**config.mk**
```make
export PLATFORM = sky130hd
export DESIGN_NAME = qpsk_tx_framer
export DESIGN_NICKNAME = d
export VERILOG_FILES = /design/src/rtl/qpsk_tx_framer_pkg.sv /design/src/rtl/qpsk_tx_framer_sym_tick_gen.sv /design/src/rtl/qpsk_tx_framer.sv
export SDC_FILE = /design/constraint.sdc
export NUM_CORES = 1
export LEC_CHECK = 0
export ABC_AREA = 1
export CAP_MARGIN = 30
export CORE_UTILIZATION = 40
export CTS_CLUSTER_DIAMETER = 80
export DETAILED_ROUTE_END_ITERATION = 8
export PLACE_DENSITY = 0.69
export RECOVER_POWER = 50
export SETUP_SLACK_MARGIN = 0.4
export SLEW_MARGIN = 10
export SYNTH_ARGS = -nofsm -noshare
export SYNTH_HDL_FRONTEND = slang
export SYNTH_SLANG_ARGS = --single-unit
```
**constraint.sdc**
```tcl
create_clock -name clk -period 3.93 [get_ports clk]
set_input_delay 0.786 -clock clk [delete_from_list [all_inputs] [get_ports clk]]
set_output_delay 0.786 -clock clk [all_outputs]
set_load 0.01 [all_outputs]
```
**src/rtl/qpsk_tx_framer_pkg.sv**
```systemverilog
// rtl/qpsk_tx_framer_pkg.sv - shared frame constants, FSM states and checksum helper for the QPSK framer
package qpsk_tx_framer_pkg;

  localparam logic [7:0] HEADER_DEFAULT = 8'hCC;
  localparam int         FRAME_BITS     = 56;
  localparam int         FRAME_SYMS     = 28;

  typedef enum logic [1:0] {
    ST_IDLE     = 2'd0,
    ST_PREAMBLE = 2'd1,
    ST_SEND     = 2'd2
  } tx_state_e;

  // Modulo-256 sum of the five payload bytes, matching the receive-side frame check.
  function automatic logic [7:0] csum8(input logic [39:0] d);
    return d[39:32] + d[31:24] + d[23:16] + d[15:8] + d[7:0];
  endfunction

endpackage

```
**src/rtl/qpsk_tx_framer_sym_tick_gen.sv**
```systemverilog
// rtl/qpsk_tx_framer_sym_tick_gen.sv - free-running symbol-period counter producing one tick per symbol
module qpsk_tx_framer_sym_tick_gen #(
  parameter int SYM_DIV = 10000
) (
  input  logic clk_i,
  input  logic rst_i,
  output logic tick_o
);

  localparam int            CW   = (SYM_DIV > 2) ? $clog2(SYM_DIV) : 1;
  localparam logic [CW-1:0] LAST = CW'(SYM_DIV - 1);

  logic [CW-1:0] cnt_q, cnt_d;

  always_comb begin
    cnt_d = (cnt_q == LAST) ? '0 : cnt_q + 1'b1;
  end

  always_ff @(posedge clk_i) begin
    if (rst_i) begin
      cnt_q <= '0;
    end else begin
      cnt_q <= cnt_d;
    end
  end

  assign tick_o = (cnt_q == LAST);

endmodule

```
**src/rtl/qpsk_tx_framer.sv**
```systemverilog
// rtl/qpsk_tx_framer.sv - QPSK transmit framer: payload buffer, preamble, header/checksum framing, I/Q mapping
module qpsk_tx_framer
  import qpsk_tx_framer_pkg::*;
#(
  parameter logic [7:0] HEADER        = HEADER_DEFAULT,
  parameter int         SYM_DIV       = 10000,
  parameter int         PREAMBLE_SYMS = 16,
  parameter logic [1:0] IDLE_SYM      = 2'b00
) (
  input  logic        clk,
  input  logic        rst,
  input  logic [39:0] din,
  input  logic        din_valid,
  output logic        din_ready,
  output logic        sym_i,
  output logic        sym_q,
  output logic        sym_strobe,
  output logic        busy,
  output logic        frame_done
);

  localparam int            PW       = $clog2(PREAMBLE_SYMS + 1);
  localparam logic [PW-1:0] PRE_LAST = PW'(PREAMBLE_SYMS);
  localparam logic [PW-1:0] PRE_ONE  = PW'(1);
  localparam logic [4:0]    LAST_SYM = 5'(FRAME_SYMS);

  logic tick;

  qpsk_tx_framer_sym_tick_gen #(
    .SYM_DIV(SYM_DIV)
  ) u_tick (
    .clk_i (clk),
    .rst_i (rst),
    .tick_o(tick)
  );

  tx_state_e             state_q, state_d;
  logic [47:0]           buf_q, buf_d;
  logic                  buf_full_q, buf_full_d;
  logic                  din_ready_q;
  logic [FRAME_BITS-1:0] shreg_q, shreg_d;
  logic [FRAME_BITS-1:0] frame_next;
  logic [PW-1:0]         pre_cnt_q, pre_cnt_d;
  logic [4:0]            sym_cnt_q, sym_cnt_d;
  logic [1:0]            out_sym_q, out_sym_d;
  logic                  busy_q, busy_d;
  logic                  done_q, done_d;
  logic                  strobe_q;
  logic                  accept;
  logic                  drain;

  assign accept     = din_valid & din_ready_q;
  assign frame_next = {HEADER, buf_q};

  always_comb begin
    state_d   = state_q;
    shreg_d   = shreg_q;
    pre_cnt_d = pre_cnt_q;
    sym_cnt_d = sym_cnt_q;
    out_sym_d = out_sym_q;
    busy_d    = busy_q;
    done_d    = done_q;
    drain     = 1'b0;

    if (tick) begin
      done_d = 1'b0;
      case (state_q)
        ST_IDLE: begin
          out_sym_d = IDLE_SYM;
          busy_d    = 1'b0;
          if (buf_full_q) begin
            drain     = 1'b1;
            shreg_d   = frame_next;
            out_sym_d = 2'b11;
            pre_cnt_d = PRE_ONE;
            busy_d    = 1'b1;
            state_d   = ST_PREAMBLE;
          end
        end
        ST_PREAMBLE: begin
          if (pre_cnt_q == PRE_LAST) begin
            out_sym_d = shreg_q[FRAME_BITS-1 -: 2];
            shreg_d   = {shreg_q[FRAME_BITS-3:0], 2'b00};
            sym_cnt_d = 5'd1;
            state_d   = ST_SEND;
          end else begin
            out_sym_d = pre_cnt_q[0] ? 2'b00 : 2'b11;
            pre_cnt_d = pre_cnt_q + 1'b1;
          end
        end
        ST_SEND: begin
          if (sym_cnt_q == LAST_SYM) begin
            done_d = 1'b1;
            // A waiting frame starts on the very tick the previous one ends: no preamble, no gap.
            if (buf_full_q) begin
              drain     = 1'b1;
              out_sym_d = frame_next[FRAME_BITS-1 -: 2];
              shreg_d   = {frame_next[FRAME_BITS-3:0], 2'b00};
              sym_cnt_d = 5'd1;
            end else begin
              out_sym_d = IDLE_SYM;
              busy_d    = 1'b0;
              state_d   = ST_IDLE;
            end
          end else begin
            out_sym_d = shreg_q[FRAME_BITS-1 -: 2];
            shreg_d   = {shreg_q[FRAME_BITS-3:0], 2'b00};
            sym_cnt_d = sym_cnt_q + 1'b1;
          end
        end
        default: begin
          state_d = ST_IDLE;
        end
      endcase
    end

    buf_full_d = (buf_full_q & ~drain) | accept;
    buf_d      = accept ? {din, csum8(din)} : buf_q;
  end

  always_ff @(posedge clk) begin
    if (rst) begin
      state_q     <= ST_IDLE;
      buf_q       <= '0;
      buf_full_q  <= 1'b0;
      din_ready_q <= 1'b0;
      shreg_q     <= '0;
      pre_cnt_q   <= '0;
      sym_cnt_q   <= '0;
      out_sym_q   <= IDLE_SYM;
      busy_q      <= 1'b0;
      done_q      <= 1'b0;
      strobe_q    <= 1'b0;
    end else begin
      state_q     <= state_d;
      buf_q       <= buf_d;
      buf_full_q  <= buf_full_d;
      din_ready_q <= ~buf_full_d;
      shreg_q     <= shreg_d;
      pre_cnt_q   <= pre_cnt_d;
      sym_cnt_q   <= sym_cnt_d;
      out_sym_q   <= out_sym_d;
      busy_q      <= busy_d;
      done_q      <= done_d;
      strobe_q    <= tick;
    end
  end

  assign din_ready  = din_ready_q;
  assign sym_i      = out_sym_q[1];
  assign sym_q      = out_sym_q[0];
  assign sym_strobe = strobe_q;
  assign busy       = busy_q;
  assign frame_done = done_q;

endmodule
```
==> summary.txt, run 1 <==
Status
  • Outcome: finished clean

Worst setup path
  • Critical path endpoint category: register
  • Critical path class: in -> reg
  • Worst Setup Start Kind: primary input
  • WP data required: 4.21 ns
  • Critical Path AT: 3.78 ns
  • FF-to-FF setup slack: 1.45 ns
  • FF-to-FF Start: state_q[0]$_SDFFE_PP0P_
  • Critical path fanouts, max: 29
  • CP Launch Point: rst

Clock network
  • CTS tree: yes
  • CTS clk-pin slew, worst paths: 0.05 ns
  • Total CTS buffers: 17
  • Cts hold-fix bufs: 0
  • # H-tree levels: 4
  • Root cell of the clock tree: clkbuf_16
  • Max Root-Sink Buffers: 2
  • Worst-Skew Late Latency: 0.43 ns
  • Clock Sinks: 137

Global route
  • First-pass GRT wire length: 32.5 mm
  • Antenna violations before repair: 0
  • Largest net degree at the start of global routing: 58
  • Total track usage: 20.3%
  • Met3 usage: 3.33%
  • Grt met1 use: 27.5%
  • Overflow after GRT: 0
  • Vias in the first global route: 6577
  • Most used routing layer: met2
  • Global Route met2 Usage: 32.3%

Floorplan
  • Core area: 0.0190 mm²
  • Chip width: 142 µm
  • Initial Util: 41.5%
  • # IOs: 49
  • Die area: 0.0203 mm²
  • Die Height: 142 µm
  • Row count: 50

STA
  • Final WS setup: 0.432 ns
  • Max Fclk: 286 MHz
  • RSZ-0062 raised after global routing: no
  • Pins Over Slew Limit: 0
  • Worst-margin pin slew: 1.43 ns
  • Tcrit/Tclk final: 89.0%
  • Final Hold Viols: 0
  • Fin crit period: 3.50 ns
  • Post-Route Skew: 0.0103 ns
  • # setup viols final: 0
  • Worst relative slew slack: 4.53%

Detailed routing
  • First DRT Iteration DRCs: 675
  • ANT nets after route: 0
  • Wire per inst: 13.1 µm
  • Residual DRC: 0
  • DR vias: 7313
  • Vias per cell: 4.88
  • Drt pass-1 iters: 5
  • Post-Route WL: 19.7 mm

Synthesis
  • Seq/Total Area, Yosys: 34.8%
  • EDFF count, synth: 0
  • Synthesized cell area: 0.00789 mm²
  • Synth Flop Type: dfxtp_1
  • Post-synth top area cell: dfxtp_1
  • Synth Register Bits: 137
  • Async SR Flop Fraction: 0%
  • Syn avg cell area: 6.57 µm²
  • Synth top area share: 34.8%
  • Most common cell in the synthesized netlist: nand2_1
  • Post-synth top cells: 295 x nand2_1, 217 x inv_1, 137 x dfxtp_1, 126 x o21ai_0, 122 x a21oi_1
  • Post-Syn Nets: 1281
  • YS warnings: 0
  • Synth top area cells: dfxtp_1 35%, nand2_1 14%, inv_1 10%
  • Gate count of the mapped netlist: 1201
  • Cell variety after synth: 39

Layout
  • Layout overhead on the synthesized area: 17.3%
  • Post-Layout Cell Count: 1500
  • Core Util, Final: 48.6%
  • Filler cells: 1978
  • Fin area: 0.00925 mm²
  • Share of cells above drive strength 1: 7.02%
  • Final net count: 1309
  • Antenna diodes: 0

Placed design
  • Detailed placement HPWL: 13.3 mm
  • IO Port Bufs: 48
  • Pre-CTS setup slack: -0.269 ns
  • Placed Cells incl. Taps: 1470
  • RePlAce Congestion: 0.841
  • Placed Area: 0.00861 mm²

Power and ir drop
  • PD cells: 400 mW/mm²
  • Leakage power: 0.00445 µW
  • Peak VDD IR: 318 µV

Flow run
  • Max-cap violations: 0

Hold path
  • Hold Crit Start: u_tick.cnt_q[0]$_SDFF_PP0_
  • Hold Crit Class: reg -> reg
## per-stage QoR
| step | setup TNS (ns) | power, µW | hold slack [ns] |
|---|---|---|---|
| 5_1_grt | 0 | 3890 | 0.495 |
| 3_5_place_dp | -0.749 | 2080 | 0.446 |
| 6_report | 0 | 3700 | 0.451 |
| 4_1_cts | 0 | 3690 | 0.453 |
| 2_1_floorplan | 0 | 1870 | 0.418 |
| 3_3_place_gp | -0.648 | 2070 | 0.429 |
## cell usage in the layout, fill, tap and decap left out, types with 9 or more instances in the layout
| cell type | count |
|---|---|
| fa_1 | 19 |
| dfxtp_1 | 137 |
| nor2_1 | 90 |
| nand2_1 | 293 |
| nand4_1 | 9 |
| o21ai_0 | 125 |
| o21ai_1 | 21 |
| ha_1 | 12 |
| a21oi_1 | 121 |
| inv_2 | 11 |
| dlymetal6s2s_1 | 10 |
| clkbuf_16 | 17 |
| inv_1 | 211 |
| buf_4 | 19 |
| nand3_1 | 31 |
| clkdlybuf4s50_1 | 26 |
## cell type report
type | instances | area [µm²] | share of cell area, %
flip-flops and latches | 137 | 2740 | 29.6
inverters | 224 | 843 | 9.12
clock inverters | 8 | 96.3 | 1.04
clock buffers | 22 | 474 | 5.13
multi-input cells | 778 | 4060 | 43.9
repair buffers | 71 | 704 | 7.62
well taps | 260 | 325 | 3.52
## path summary, 6_finish.rpt
check,end,depth (start not counted)
min reg2reg,u_tick.cnt_q[0]$_SDFF_PP0_,1
max,u_tick.cnt_q[12]$_SDFF_PP0_,5
max reg2reg,shreg_q[49]$_SDFFE_PP0P_,10
min,u_tick.cnt_q[0]$_SDFF_PP0_,1
## kinds of logic after synthesis
kind of cell / count (synthesis) / synth area share [%]
and+or+nand+nor: 450 / 23.5
buffers and inverters: 286 / 14.6
AOI/OAI and AO/OA: 279 / 18.0
DFF: 137 / 34.8
adders and majority gates: 37 / 7.77
xor gates and xnor gates: 12 / 1.33
## state kept, by name, summed over array words and instances (netlist names)
name,count
out_sym_q,2
busy,1
frame_done,1
din_ready,1
u_tick.cnt_q,14
sym_strobe,1
sym_cnt_q,5
buf_q,48
pre_cnt_q,5
state_q,2
shreg_q,56
buf_full_q,1
## per-layer routing
metal / share of wire (%) / wire [µm]
met1: 47 / 9240
met2: 46 / 9090
met3: 4.8 / 955
met4: 2.2 / 427
met5: 0 / 0
## power breakdown
part | leakage [µW] | internal, µW | total (µW) | switching, µW
Clock | 0.000282 | 973 | 1570 | 597
Combinational | 0.00306 | 320 | 690 | 370
Sequential | 0.00111 | 1430 | 1440 | 12.6
## critical path, stage by stage
cell and delay (ns):
dlygate4sd3_1 0.52, clkbuf_1 1.04, inv_1 0.72, nand2_1 0.59, nor3_1 0.11
## what timing repair did
item	in CTS	in global routing
endpoints found under the setup margin	4	4
resized for setup	13	18
setup buffers	0	0
pin swaps	4	11
Power figures use the tool's default switching activity.
==> run 2, diff against run 1 <==
- SETUP_SLACK_MARGIN: 0.4 -> 0.2
==> summary.txt, run 2 (synthesis results as in run 1) <==
Layout
  • Largest Register: shreg_q
  • Most frequent cells in the layout: 294 x nand2_1, 216 x inv_1, 137 x dfxtp_1, 125 x o21ai_0, 122 x a21oi_1
  • Largest regs: shreg_q x56, buf_q x48, u_tick.cnt_q x14
  • Final net count: 1309 (unchanged)
  • Max FFs per register: 56 (unchanged)
  • Commonest non-fill, non-tap cell in the layout: nand2_1
  • Layout overhead on the synthesized area: 16.8%
  • Share of cells above drive strength 1: 6.21% (-0.81 points)
  • Antenna diodes: 0 (unchanged)

Flow run
  • Max-cap violations: 0 (unchanged)

STA
  • Worst relative slew slack: 3.63% (-0.89 points)
  • Fin crit period: 3.60 ns (+0.0987 ns)
  • RSZ-0062 raised after global routing: no
  • Max Fclk: 278 MHz (-2.7%)
  • Post-Route Skew: 0.00924 ns (-0.00106 ns)
  • Final WS setup: 0.333 ns (-0.0987 ns)
  • Pins Over Slew Limit: 0 (unchanged)
  • Worst-margin pin slew: 1.45 ns (+0.0134 ns)
  • Tcrit/Tclk final: 91.5% (+2.5 points)
  • # setup viols final: 0 (unchanged)
  • Hold Slack: 0.451 ns (-0.00000600 ns)
  • Final Hold Viols: 0 (unchanged)

Worst setup path
  • Worst Reg-to-Reg Cells: 10 (unchanged)
  • Critical-path top delay cell: clkdlybuf4s50_1
  • Critical Path AT: 3.92 ns (+0.14 ns)
  • Max incr delay on CP: 0.54 ns (-0.50 ns)
  • FF-to-FF Start: state_q[0]$_SDFFE_PP0P_
  • Worst Setup Start Kind: primary input
  • CP Launch Point: din[9]
  • WP data required: 4.25 ns (+0.04 ns)
  • FF-to-FF setup slack: 1.44 ns (about the same)
  • Worst-path cell chain: clkdlybuf4s50_1 -> fa_1 -> fa_1 -> fa_1 -> ha_1 -> fa_1 -> nand4_1 -> o211ai_1 -> nand3_1 -> nand3_1 -> nand2_1 -> inv_1
  • Critical path fanouts, max: 3 (-90%)
  • Reg2reg end: shreg_q[49]$_SDFFE_PP0P_
  • Critical path class: in -> reg
  • Critical Path Most Common Cell: fa_1
  • Worst Setup EP: buf_q[7]$_SDFFE_PP0P_
  • Critical path endpoint category: register

Placed design
  • Detailed placement HPWL: 13.3 mm (unchanged)
  • Pre-CTS setup slack: -0.269 ns (unchanged)
  • IO Port Bufs: 48 (unchanged)
  • RePlAce Congestion: 0.841 (unchanged)

Detailed routing
  • Drt pass-1 iters: 5 (unchanged)
  • ANT nets after route: 0 (unchanged)
  • Post-Route WL: 19.7 mm (about the same)
  • Vias per cell: 4.87 (about the same)
  • Wire per inst: 13.1 µm (about the same)
  • Residual DRC: 0 (unchanged)
  • DR vias: 7311 (-0.027%)
  • First DRT Iteration DRCs: 573 (-15%)

Clock network
  • Max Root-Sink Buffers: 2 (unchanged)
  • CTS clk-pin slew, worst paths: 0.06 ns (about the same)
  • Total CTS buffers: 17 (unchanged)
  • CTS tree: yes
  • Worst-Skew Late Latency: 0.42 ns (about the same)
  • Postcts setup bufs: 0 (unchanged)
  • # H-tree levels: 4 (unchanged)
  • Root cell of the clock tree: clkbuf_16
  • Clock Sinks: 137 (unchanged)

Floorplan
  • Die Height: 142 µm (unchanged)
  • Chip width: 142 µm (unchanged)
  • Initial Util: 41.5% (unchanged)
  • Core area: 0.0190 mm² (unchanged)
  • Row count: 50 (unchanged)
  • Die area: 0.0203 mm² (unchanged)
  • # IOs: 49 (unchanged)

Global route
  • Antenna violations before repair: 0 (unchanged)
  • Total track usage: 20.2% (-0.091 points)
  • Largest net degree at the start of global routing: 58 (unchanged)
  • Vias in the first global route: 6539 (-0.58%)
  • Overflow after GRT: 0 (unchanged)
  • First-pass GRT wire length: 32.3 mm (-0.55%)

Hold path
  • Hold Crit Class: reg -> reg

Power and ir drop
  • Peak VDD IR: 315 µV (-1.0%)
  • PD cells: 399 mW/mm² (-0.43%)
  • Leakage power: 0.00439 µW (-1.4%)

Status
  • Outcome: finished clean
## run 2: how the worst min path moves through the flow
stage,start,to,slack (ns),depth (start not counted)
6_report,u_tick.cnt_q[0]$_SDFF_PP0_,u_tick.cnt_q[0]$_SDFF_PP0_,0.45,1
3_5_place_dp,u_tick.cnt_q[0]$_SDFF_PP0_,u_tick.cnt_q[0]$_SDFF_PP0_,0.45,1
5_1_grt,shreg_q[50]$_SDFFE_PP0P_,shreg_q[50]$_SDFFE_PP0P_,0.50,2
4_1_cts,u_tick.cnt_q[0]$_SDFF_PP0_,u_tick.cnt_q[0]$_SDFF_PP0_,0.45,1
3_3_place_gp,u_tick.cnt_q[0]$_SDFF_PP0_,u_tick.cnt_q[0]$_SDFF_PP0_,0.43,1
2_1_floorplan,u_tick.cnt_q[0]$_SDFF_PP0_,u_tick.cnt_q[0]$_SDFF_PP0_,0.42,1
## run 2: metrics by stage
step / util [%] / setup TNS [ns] / cells / total power (µW) / area [µm²]
after detailed placement: 45.3 / -0.749 / 1470 / 2080 / 8610
after floorplan: - / 0 / 1201 / 1870 / 7890
after global placement: 45.2 / -0.648 / 1469 / 2070 / 8590
after CTS: 48.3 / 0 / 1500 / 3660 / 9180
after global routing: 48.5 / 0 / 1500 / 3860 / 9220
final: 48.5 / 0 / 1500 / 3680 / 9220
## run 2: power by group
group	internal, µW	switching (µW)	total, µW
Sequential	1430	12.7	1440
Clock	973	599	1570
Combinational	303	355	658
Total	2710	967	3680
## run 2: critical path: cells and delay by family
kind	cells	cell delay (ns)
AO/OA/AOI/OAI	1	0.11
adder cells (fa/ha/maj)	5	2.08
buffers and inverters	2	0.58
AND/OR/NAND/NOR	4	0.35
## run 2: metal layers
metal	GRT usage, %	share of wire [%]	vias to the layer above
met5	0	0	-
met4	8.15	2.4	0
met3	3.47	4.6	31
met2	31.7	45	169
met1	27.5	48	3339
li1	-	-	3772
## run 2: layout make-up
class,count,area (µm²)
multi-input combinational,778,4040
clock inverter,8,96.3
clock buffer,22,474
inverter,224,843
tap,260,325
timing repair buffer,71,694
fill,1985,9800
sequential,137,2740
## run 2: repair_timing
item                                    in CTS  in global routing
hold buffers                                 0                  0
resized for setup                            1                  7
pin swaps                                    0                  1
endpoints found under the setup margin       1                  4
hold endpoints to repair                     0                  0
